### src/rtl/ap_cpa_pipe.sv
// Two-stage pipelined split carry-propagate adder for the approximate multiplier's final rows.
// Optional completed-transaction counter enabled by defining AP_CPA_STATS_EN.
module ap_cpa_pipe #(
    parameter int W  = 16,
    parameter int LO = 8
) (
    input  logic         clk,
    input  logic         rst_n,
    input  logic         in_valid,
    output logic         in_ready,
    input  logic [W-1:0] in_row_a,
    input  logic [W-1:0] in_row_b,
    output logic         out_valid,
    input  logic         out_ready,
    output logic [W-1:0] out_prod,
    output logic         out_cout,
    output logic         busy
`ifdef AP_CPA_STATS_EN
    ,
    output logic [15:0]  stat_cnt
`endif
);

    localparam int HW = W - LO;

    logic          r_s1_valid;
    logic          r_s2_valid;
    logic [LO:0]   r_lo;
    logic [HW-1:0] r_a_hi;
    logic [HW-1:0] r_b_hi;
    logic [W-1:0]  r_prod;
    logic          r_cout;

    logic          w_s2_free;
    logic          w_s1_adv;
    logic          w_accept;
    logic          w_s1_valid_nxt;
    logic          w_s2_valid_nxt;
    logic [HW:0]   w_hi;

    // Handshake decode and next-state valids
    always_comb begin
        w_s2_free      = 1'b0;
        w_s1_adv       = 1'b0;
        w_accept       = 1'b0;
        w_s1_valid_nxt = 1'b0;
        w_s2_valid_nxt = 1'b0;
        w_hi           = '0;
        w_s2_free      = !r_s2_valid | out_ready;
        w_s1_adv       = r_s1_valid & w_s2_free;
        w_accept       = in_valid & (!r_s1_valid | w_s2_free);
        w_s1_valid_nxt = w_accept | (r_s1_valid & !w_s1_adv);
        w_s2_valid_nxt = w_s1_adv | (r_s2_valid & !out_ready);
        // Upper half completes using the carry registered out of the low half
        w_hi = {1'b0, r_a_hi} + {1'b0, r_b_hi} + {{HW{1'b0}}, r_lo[LO]};
    end

    // Stage occupancy flags
    always_ff @(posedge clk or negedge rst_n) begin
        if (!rst_n) begin
            r_s1_valid <= 1'b0;
            r_s2_valid <= 1'b0;
        end else begin
            r_s1_valid <= w_s1_valid_nxt;
            r_s2_valid <= w_s2_valid_nxt;
        end
    end

    // Stage 1: low-half sum plus raw high halves, loaded only on accept
    always_ff @(posedge clk or negedge rst_n) begin
        if (!rst_n) begin
            r_lo   <= '0;
            r_a_hi <= '0;
            r_b_hi <= '0;
        end else if (w_accept) begin
            r_lo   <= {1'b0, in_row_a[LO-1:0]} + {1'b0, in_row_b[LO-1:0]};
            r_a_hi <= in_row_a[W-1:LO];
            r_b_hi <= in_row_b[W-1:LO];
        end else begin
            r_lo   <= r_lo;
            r_a_hi <= r_a_hi;
            r_b_hi <= r_b_hi;
        end
    end

    // Stage 2: final product, held while the consumer stalls
    always_ff @(posedge clk or negedge rst_n) begin
        if (!rst_n) begin
            r_prod <= '0;
            r_cout <= 1'b0;
        end else if (w_s1_adv) begin
            r_prod <= {w_hi[HW-1:0], r_lo[LO-1:0]};
            r_cout <= w_hi[HW];
        end else begin
            r_prod <= r_prod;
            r_cout <= r_cout;
        end
    end

    assign in_ready  = !r_s1_valid | w_s2_free;
    assign out_valid = r_s2_valid;
    assign out_prod  = r_prod;
    assign out_cout  = r_cout;
    assign busy      = r_s1_valid | r_s2_valid;

`ifdef AP_CPA_STATS_EN
    logic [15:0] r_stat_cnt;
    logic        w_xfer;

    assign w_xfer = r_s2_valid & out_ready;

    // Saturating count of output transfers
    always_ff @(posedge clk or negedge rst_n) begin
        if (!rst_n) begin
            r_stat_cnt <= 16'h0000;
        end else if (w_xfer && (r_stat_cnt != 16'hFFFF)) begin
            r_stat_cnt <= r_stat_cnt + 16'h0001;
        end else begin
            r_stat_cnt <= r_stat_cnt;
        end
    end

    assign stat_cnt = r_stat_cnt;
`endif

endmodule

### config.mk
export PLATFORM = sky130hd
export DESIGN_NAME = ap_cpa_pipe
export DESIGN_NICKNAME = d
export VERILOG_FILES = /design/src/rtl/ap_cpa_pipe.sv
export SDC_FILE = /design/constraint.sdc
export NUM_CORES = 1
export LEC_CHECK = 0
export ABC_AREA = 0
export CELL_PAD_IN_SITES_DETAIL_PLACEMENT = 1
export CELL_PAD_IN_SITES_GLOBAL_PLACEMENT = 1
export CORE_ASPECT_RATIO = 1.2
export CORE_MARGIN = 8
export CORE_UTILIZATION = 34
export DETAILED_ROUTE_END_ITERATION = 8
export GPL_ROUTABILITY_DRIVEN = 0
export PLACE_DENSITY = 0.88
export SYNTH_ARGS = -nofsm -noshare
export SYNTH_HDL_FRONTEND = slang
export SYNTH_SLANG_ARGS = --single-unit
### constraint.sdc
create_clock -name clk -period 2.2 [get_ports clk]
set_input_delay 0.33 -clock clk [delete_from_list [all_inputs] [get_ports clk]]
set_output_delay 0.33 -clock clk [all_outputs]
set_load 0.05 [all_outputs]
[After elaboration in Yosys (flattened, before gate mapping)]
Index checks and enable logic that the tools add are counted.
Cells by class
  muxes and demuxes: 0
  shift-type cells: 0
  div/mod/pow operators: 0
  reduce and logical (&&, ||, !) cells: 4
  multiply operators: 0
  bitwise operators: 9
  magnitude comparators: 0
  eq/ne operators: 0
  add/sub/neg operators: 3
Operators with widths (count)
  $add 8x8->9: 2
  $add 9x1->9: 1
  $or 1x1->1: 5
  $and 1x1->1: 4
  $logic_not 1->1: 4
Storage, ports and cells
  register bits after elaboration: 44
  memory bits (read-only): 0
  latch bits: 0
  bits in writable memories: 0
  input port bits: 36
  memories: 0

[Logic depth before layout (Yosys ltp)]
  depth after elaboration: 6
  gate-level depth with buffers: 6
  gate-level depth less buffers: 6

[Worst setup path before layout]
No wires, ideal clock.
  kind: register to register
  from: reg r_lo[8]
  to: reg r_cout (netlist: out_cout)
  cell stages (with the launch flop): 7
  period minus slack after synthesis: 2201 ps
  path buffers: 0
  slack: -1 ps
  required time: 2076 ps
  library setup time: 124 ps
  arrival: 2077 ps
  cell sequence: dfrtp_1 -> fa_1 -> fa_1 -> a21oi_2 -> o21ai_0 -> o31a_1 -> o31a_1
On the way
  cells in the longest elaborated chain, start to end: 1
RTL lines
  from (decl): line 28  | logic [LO:0] r_lo;
  from (signal assigned): line 76  | r_lo <= {1'b0, in_row_a[LO-1:0]} + {1'b0, in_row_b[LO-1:0]};
  from (signal assigned): line 80  | r_lo <= r_lo;
  $add 9x1->9: line 55  | w_hi = {1'b0, r_a_hi} + {1'b0, r_b_hi} + {{HW{1'b0}}, r_lo[LO]};
  to (signal assigned): line 93  | r_cout <= w_hi[HW];
  to (signal assigned): line 96  | r_cout <= r_cout;
  to (decl): line 32  | logic r_cout;
No other way between the ends.
A chain may end at the register's enable or synchronous reset.

[Worst setup path in the final report]
  from: reg r_s2_valid (netlist: out_valid)
  to: out busy
On the way
  cells in the longest elaborated chain, start to end: 1
RTL lines
  from (decl): line 27  | logic r_s2_valid;
  from (signal assigned): line 65  | r_s2_valid <= w_s2_valid_nxt;
  $or 1x1->1: line 104  | assign busy = r_s1_valid | r_s2_valid;
  to (decl): line 17  | output logic busy
No other way between the ends.

==> impl_metrics.env <==
export IMPL_ys_seq_area_share_pct=47.0
export IMPL_cp_start_kind="flop"
export IMPL_routed_wl_um=6660
export IMPL_grt_max_degree=45
export IMPL_cts_max_level=2
export IMPL_synth_nets=307
export IMPL_ios=56
export IMPL_dp_cells=403
export IMPL_path_clk_slew_ps=90
export IMPL_crit_buf_inv=1
export IMPL_placeableCoreArea_mm2=0.00677
export IMPL_setup_tns_final_ps=0
export IMPL_rsz0062_at_grt="false"
export IMPL_ir_drop_mv=0.367
export IMPL_finClkSkew_ps=9.72
export IMPL_grt_pass1_vias=2462
export IMPL_drive_gt1_share_pct=10.8
export IMPL_first_pass_iters=4
export IMPL_cts_tree="yes"
export IMPL_r2r_cells=6
export IMPL_crit_arrival_ps=1790
export IMPL_worstHoldPathType="primary input to asynchronous set/reset pin"
export IMPL_clk_latency_ps=310
export IMPL_synth_area_per_cell_um2=9.26
export IMPL_drc_errors=0
export IMPL_synth_warnings=0
export IMPL_ant_nets=0
export IMPL_die_area_mm2=0.00982
export IMPL_clock_fmax_ghz=0.472
export IMPL_grt_usage_pct=14.6
export IMPL_cp_cell_sequence="or2_2 -> clkdlybuf4s50_1"
export IMPL_drv_cap=0
export IMPL_fp_dieW_um=91.8
export IMPL_diodes=0
export IMPL_required_ps=1870
export IMPL_power_density_mw_per_mm2=921
export IMPL_synth_cells=253
export IMPL_design_area_mm2=0.00320
export IMPL_fin_util_pct=47.2
export IMPL_rr_startpoint="r_b_hi[0]"
export IMPL_die_height_um=107
export IMPL_initial_utilization_pct=34.6
export IMPL_path_class="flop to output port"
export IMPL_vias=2093
export IMPL_synth_seq_cells=44
export IMPL_status="completed"
export IMPL_power_share_sequential_pct=37.4
export IMPL_antenna_found_initial=0
export IMPL_finalSetupViolCount=0
export IMPL_leakage_nw=1.50
export IMPL_cp_startpoint="out_valid"
export IMPL_rows=33
export IMPL_viasPerCell=5.08
export IMPL_p_int_mw=1.73
export IMPL_slowest_delay_ps=700
export IMPL_crit_path_max_fanout=5
export IMPL_switchingPower_mw=1.22
export IMPL_cts_sinks=44
export IMPL_cp_end_kind="output port"
export IMPL_io_buffers=55
export IMPL_switching_share_pct=41.3
export IMPL_r2r_end="out_cout"
export IMPL_slowest_stage="clkdlybuf4s50_1"
export IMPL_nets=378
export IMPL_finalCritPeriodShare_pct=96.4
export IMPL_grt_ovfl_total=0
export IMPL_max_slew_worst_pin_slew_ps=539
export IMPL_synthDistinctLibCells=47
export IMPL_slew_headroom_pct=64.1
export IMPL_cts_inserted_buffers=5
export IMPL_dpl_instance_area_mm2=0.00309
export IMPL_post_drt_wl_per_cell_um=16.2
export IMPL_clockBufferDepth=2
export IMPL_path_delay_family="buffers and inverters"
export IMPL_clockRootBuffer="clkbuf_8"
export IMPL_pwr_share_clk_pct=18.4
export IMPL_dp_hpwl_um=5210
export IMPL_instances_no_fill=412
export IMPL_drt_iter0_drc=55
export IMPL_min_period_ps=2120
export IMPL_power_frac_comb_pct=44.2
export IMPL_slew_viol_final=0
export IMPL_grt_pass1_wl_um=11600
export IMPL_synthesis_area_mm2=0.00234
export IMPL_reg2reg_slack_ps=90
export IMPL_area_delta_synth_final_pct=36.4
export IMPL_hold_viol=0
[synth_stat cells (all sizes together)]
master,n,area share [%]
ha,15,8.0
a221oi,1,0.37
a211oi,3,1.2
o2111ai,1,0.37
or4,2,0.64
nor2,3,0.48
inv,5,0.80
nor2b,2,0.53
o22a,1,0.37
xor2,1,0.37
nor3,2,0.43
or2,1,0.27
dfrtp,44,47
o21bai,1,0.32
or3,2,0.53
and2,2,0.53
o211ai,3,0.96
xnor2,2,0.75
nand2b,3,0.80
nand3b,2,1.2
a31o,1,0.37
a21boi,1,0.32
o31a,3,1.1
nand2,101,16
nand3,2,0.43
o21ai,8,1.7
and2b,1,0.32
o22ai,1,0.27
clkbuf,1,0.16
o21a,5,1.6
fa,3,2.6
a211o,2,0.75
a2111oi,1,0.64
nor4,1,0.27
buf,7,1.5
nor4b,2,0.75
o311ai,2,0.75
a21oi,6,1.4
a21o,2,0.64
a2111o,1,0.48
o31ai,5,1.6
a31oi,1,0.27
[worst max path at each step]
| stage | end | slack [ps] | depth (start not counted) |
|---|---|---|---|
| finish | busy | 80 | 2 |
| floorplan | out_cout | 60 | 6 |
| detailed placement | r_lo[6] | -240 | 7 |
| global route | out_cout | 4 | 6 |
| global placement | r_lo[6] | -160 | 7 |
| CTS | out_cout | 30 | 6 |
[stage by stage]
| stage | total power [mW] | hold WS [ps] | worst slack (ps) |
|---|---|---|---|
| after detailed placement | 2.41 | 449 | -236 |
| after global routing | 3.12 | 120 | 3.61 |
| final | 2.94 | 84.1 | 79.2 |
| after floorplan | 1.91 | 34.4 | 58.4 |
| after global placement | 2.36 | 443 | -157 |
| after CTS | 2.97 | 101 | 25.0 |
[what timing repair did]
item	4_1_cts	5_1_grt
resized for setup	1	1
hold buffers	0	0
pin swaps	0	2
endpoints found under the hold margin	0	0
endpoints found under the setup margin	1	2
setup buffers	0	1
[placed cells by master, fill, tap and decap left out, types with 3 or more instances in the layout]
cell type / instances
o211ai_1: 3
buf_4: 17
o21a_1: 5
clkbuf_8: 5
clkdlybuf4s50_1: 53
o21ai_0: 6
dfrtp_1: 44
o31a_1: 3
nand2b_1: 3
nor2_1: 3
a21oi_1: 5
nand2_1: 101
ha_1: 15
inv_1: 5
o31ai_1: 5
[power groups by stage]
stage | registers (mW) | clock network, mW | logic (mW)
5_1_grt | 1.12 | 0.593 | 1.40
4_1_cts | 1.10 | 0.562 | 1.31
6_report | 1.10 | 0.543 | 1.30
3_5_place_dp | 1.12 | 0 | 1.30
3_3_place_gp | 1.11 | 0 | 1.25
2_1_floorplan | 1.46 | 0 | 0.451
[metal layers]
layer / vias up / part of all wire, % / track usage (%)
li1: 1007 / - / -
met1: 1033 / 39 / 15.2
met2: 44 / 56 / 27.7
met3: 9 / 3.7 / 4.19
met4: 0 / 1.5 / 4.04
met5: - / 0 / 0
[cells by family after synthesis]
group	after synthesis	share of synthesized area, %
DFF	44	47.0
buffers and inverters	13	2.46
adders and majority gates	18	10.6
xor gates and xnor gates	3	1.12
AOI/OAI and AO/OA	49	15.5
and+or+nand+nor	126	23.3
[sequential cells by signal (all words and copies together) (netlist names)]
| register | cells |
|---|---|
| r_b_hi | 8 |
| r_lo | 9 |
| r_s1_valid | 1 |
| r_a_hi | 8 |
| out_valid | 1 |
| out_prod | 16 |
| out_cout | 1 |
[final cells by class]
cell class | count | area [µm²]
Timing Repair Buffer | 72 | 683
Tap cell | 87 | 109
Clock inverter | 3 | 25.0
Multi-Input combinational cell | 196 | 1190
Inverter | 5 | 18.8
Fill cell | 789 | 3580
Clock buffer | 5 | 68.8
Sequential cell | 44 | 1100
Note: power is estimated with default switching activity, not from simulation.
==> patch (same settings) <==
The option `AP_CPA_STATS_EN` is turned on by a define.
--- a/src/rtl/ap_cpa_pipe.sv
+++ b/src/rtl/ap_cpa_pipe.sv
@@ -1,5 +1,7 @@
 // Two-stage pipelined split carry-propagate adder for the approximate multiplier's final rows.
 // Optional completed-transaction counter enabled by defining AP_CPA_STATS_EN.
+`define AP_CPA_STATS_EN
+
 module ap_cpa_pipe #(
     parameter int W  = 16,
     parameter int LO = 8
Behaviour (old outputs only; new: stat_cnt): unchanged (equiv_simple and equiv_induct, registers matched by name and starting in step).
==> patch against the unedited design <==
Sequential power increased by 43%; sequential cell count grew 16; final area rose by 35%; via count rose by 27%; hold slack improved by 0.39 ns; worst setup slack got worse by 0.0065 ns; routed wire length up 32%; maximum frequency decreased by 0.30%; synthesized area increased by 34%; count of clock-buffer cells in the layout increased by 8; power grew 48%; first-iteration DRC count is 36% higher; die area rose by 28%.
==> patch: results (changes against the unedited design) <==
| Metric | Value |
|---|---|
| Met1 WL | 3.54 mm (was 2.60 mm) |
| Met2 WL | 4.65 mm (was 3.71 mm) |
| CTS H-tree depth | 3 (was 2) |
| Setup Skew | 0.00772 ns (was 0.00972 ns) |
| Final #Nets | 467 (was 378) |
| Initial drt markers | 75 (was 55) |
| Cell depth of the worst hold path | 2 |
| Met3 WL | 348 um (was 249 um) |
| Final period util | 96.7% (was 96.4%) |
| Clock transition at path regs | 0.06 ns (was 0.09 ns) |
| Input/output buffers | 71 (was 55) |
| Top cells by count, synth | nand2_1 (105), dfrtp_1 (60), ha_1 (16) (was nand2_1 (101), dfrtp_1 (44), ha_1 (15)) |
| Leakage | 1.99 nW (was 1.50 nW) |
| Slew headroom | 56.1% (was 64.1%) |
| DP Wirelength | 7.08 mm (was 5.21 mm) |
| Worst skew pair latency | 0.33 ns (was 0.31 ns) |
| Routed len/inst | 16.3 um (was 16.2 um) |
| Tot GR Track Use | 14.5% (was 14.6%) |
| Syn Nets | 376 (was 307) |
| Via Count | 2667 (was 2093) |
| Max rail drop VDD | 336 uV (was 367 uV) |
| Dpl ws | -0.176 ns (was -0.236 ns) |
| CP Max Fanout | 8 (was 5) |
| Crit-path max cell delay | 0.71 ns |
| Largest net degree at the start of global routing | 37 (was 45) |
| Seq/Total Area, Yosys | 48.0% (was 47.0%) |
| Status | completed (unchanged) |
| Diode count | 0 (unchanged) |
| CTS Hold Bufs | 1 (was 0) |
| Top area cells in the synthesized netlist | dfrtp_1 (48%), nand2_1 (13%), ha_1 (6.4%) (was dfrtp_1 (47%), nand2_1 (16%), ha_1 (8.0%)) |
| Vias in the first global route | 3047 (was 2462) |
| DP Area | 0.00410 sq mm (was 0.00309 sq mm) |
| HP Class | register to register (was input port to async pin) |
| Share of layout cells above drive strength 1 | 11.1% (was 10.8%) |
==> patch: area by class of cell <==
| cell class | count | area, sq um |
|---|---|---|
| tap | 120 | 150 |
| timing repair buffer | 88 | 858 |
| sequential | 60 | 1500 |
| clock buffer | 13 | 149 |
| fill | 1032 | 4680 |
| inverter | 6 | 22.5 |
| multi-input combinational | 247 | 1590 |
| clock inverter | 2 | 35.0 |
==> patch: kinds of logic (layout without fill, tap and decap cells) <==
family / Yosys count / in the layout / share of synthesized area, %
buf+inv: 14 / 109 / 1.72
flops: 60 / 60 / 48.0
simple gates: 158 / 158 / 23.6
fa+ha+maj: 19 / 19 / 8.32
xor+xnor: 18 / 18 / 5.04
compound gates: 51 / 51 / 12.9
mux: 1 / 1 / 0.480
==> patch: stage by stage <==
stage | std cells | hold slack [ns] | total power [W]
after floorplan | 321 | 0.0344 | 0.00270
after global placement | 520 | 0.354 | 0.00336
after detailed placement | 520 | 0.353 | 0.00343
after CTS | 536 | 0.473 | 0.00443
after global routing | 536 | 0.503 | 0.00460
final | 536 | 0.471 | 0.00436
==> patch: report_power, final <==
group | leakage (nW) | internal (W) | switching [W]
logic | 1.15 | 0.000695 | 0.00115
registers | 0.745 | 0.00135 | 0.000223
clock network | 0.0935 | 0.000548 | 0.000399
total | 1.99 | 0.00259 | 0.00177
==> patch: worst reg2reg max path: stages, from the launching register on <==
cell and delay [ns]:
dfrtp_1 0.41, fa_2 0.41, fa_2 0.37, a21oi_2 0.16, o21ai_1 0.12, o31a_1 0.27
o31a_1 0.28
==> patch: routing by layer <==
| metal | track usage (%) | vias up |
|---|---|---|
| li1 | - | 1302 |
| met1 | 15.5 | 1291 |
| met2 | 26.9 | 61 |
| met3 | 2.66 | 13 |
| met4 | 7.45 | 0 |
| met5 | 0 | - |
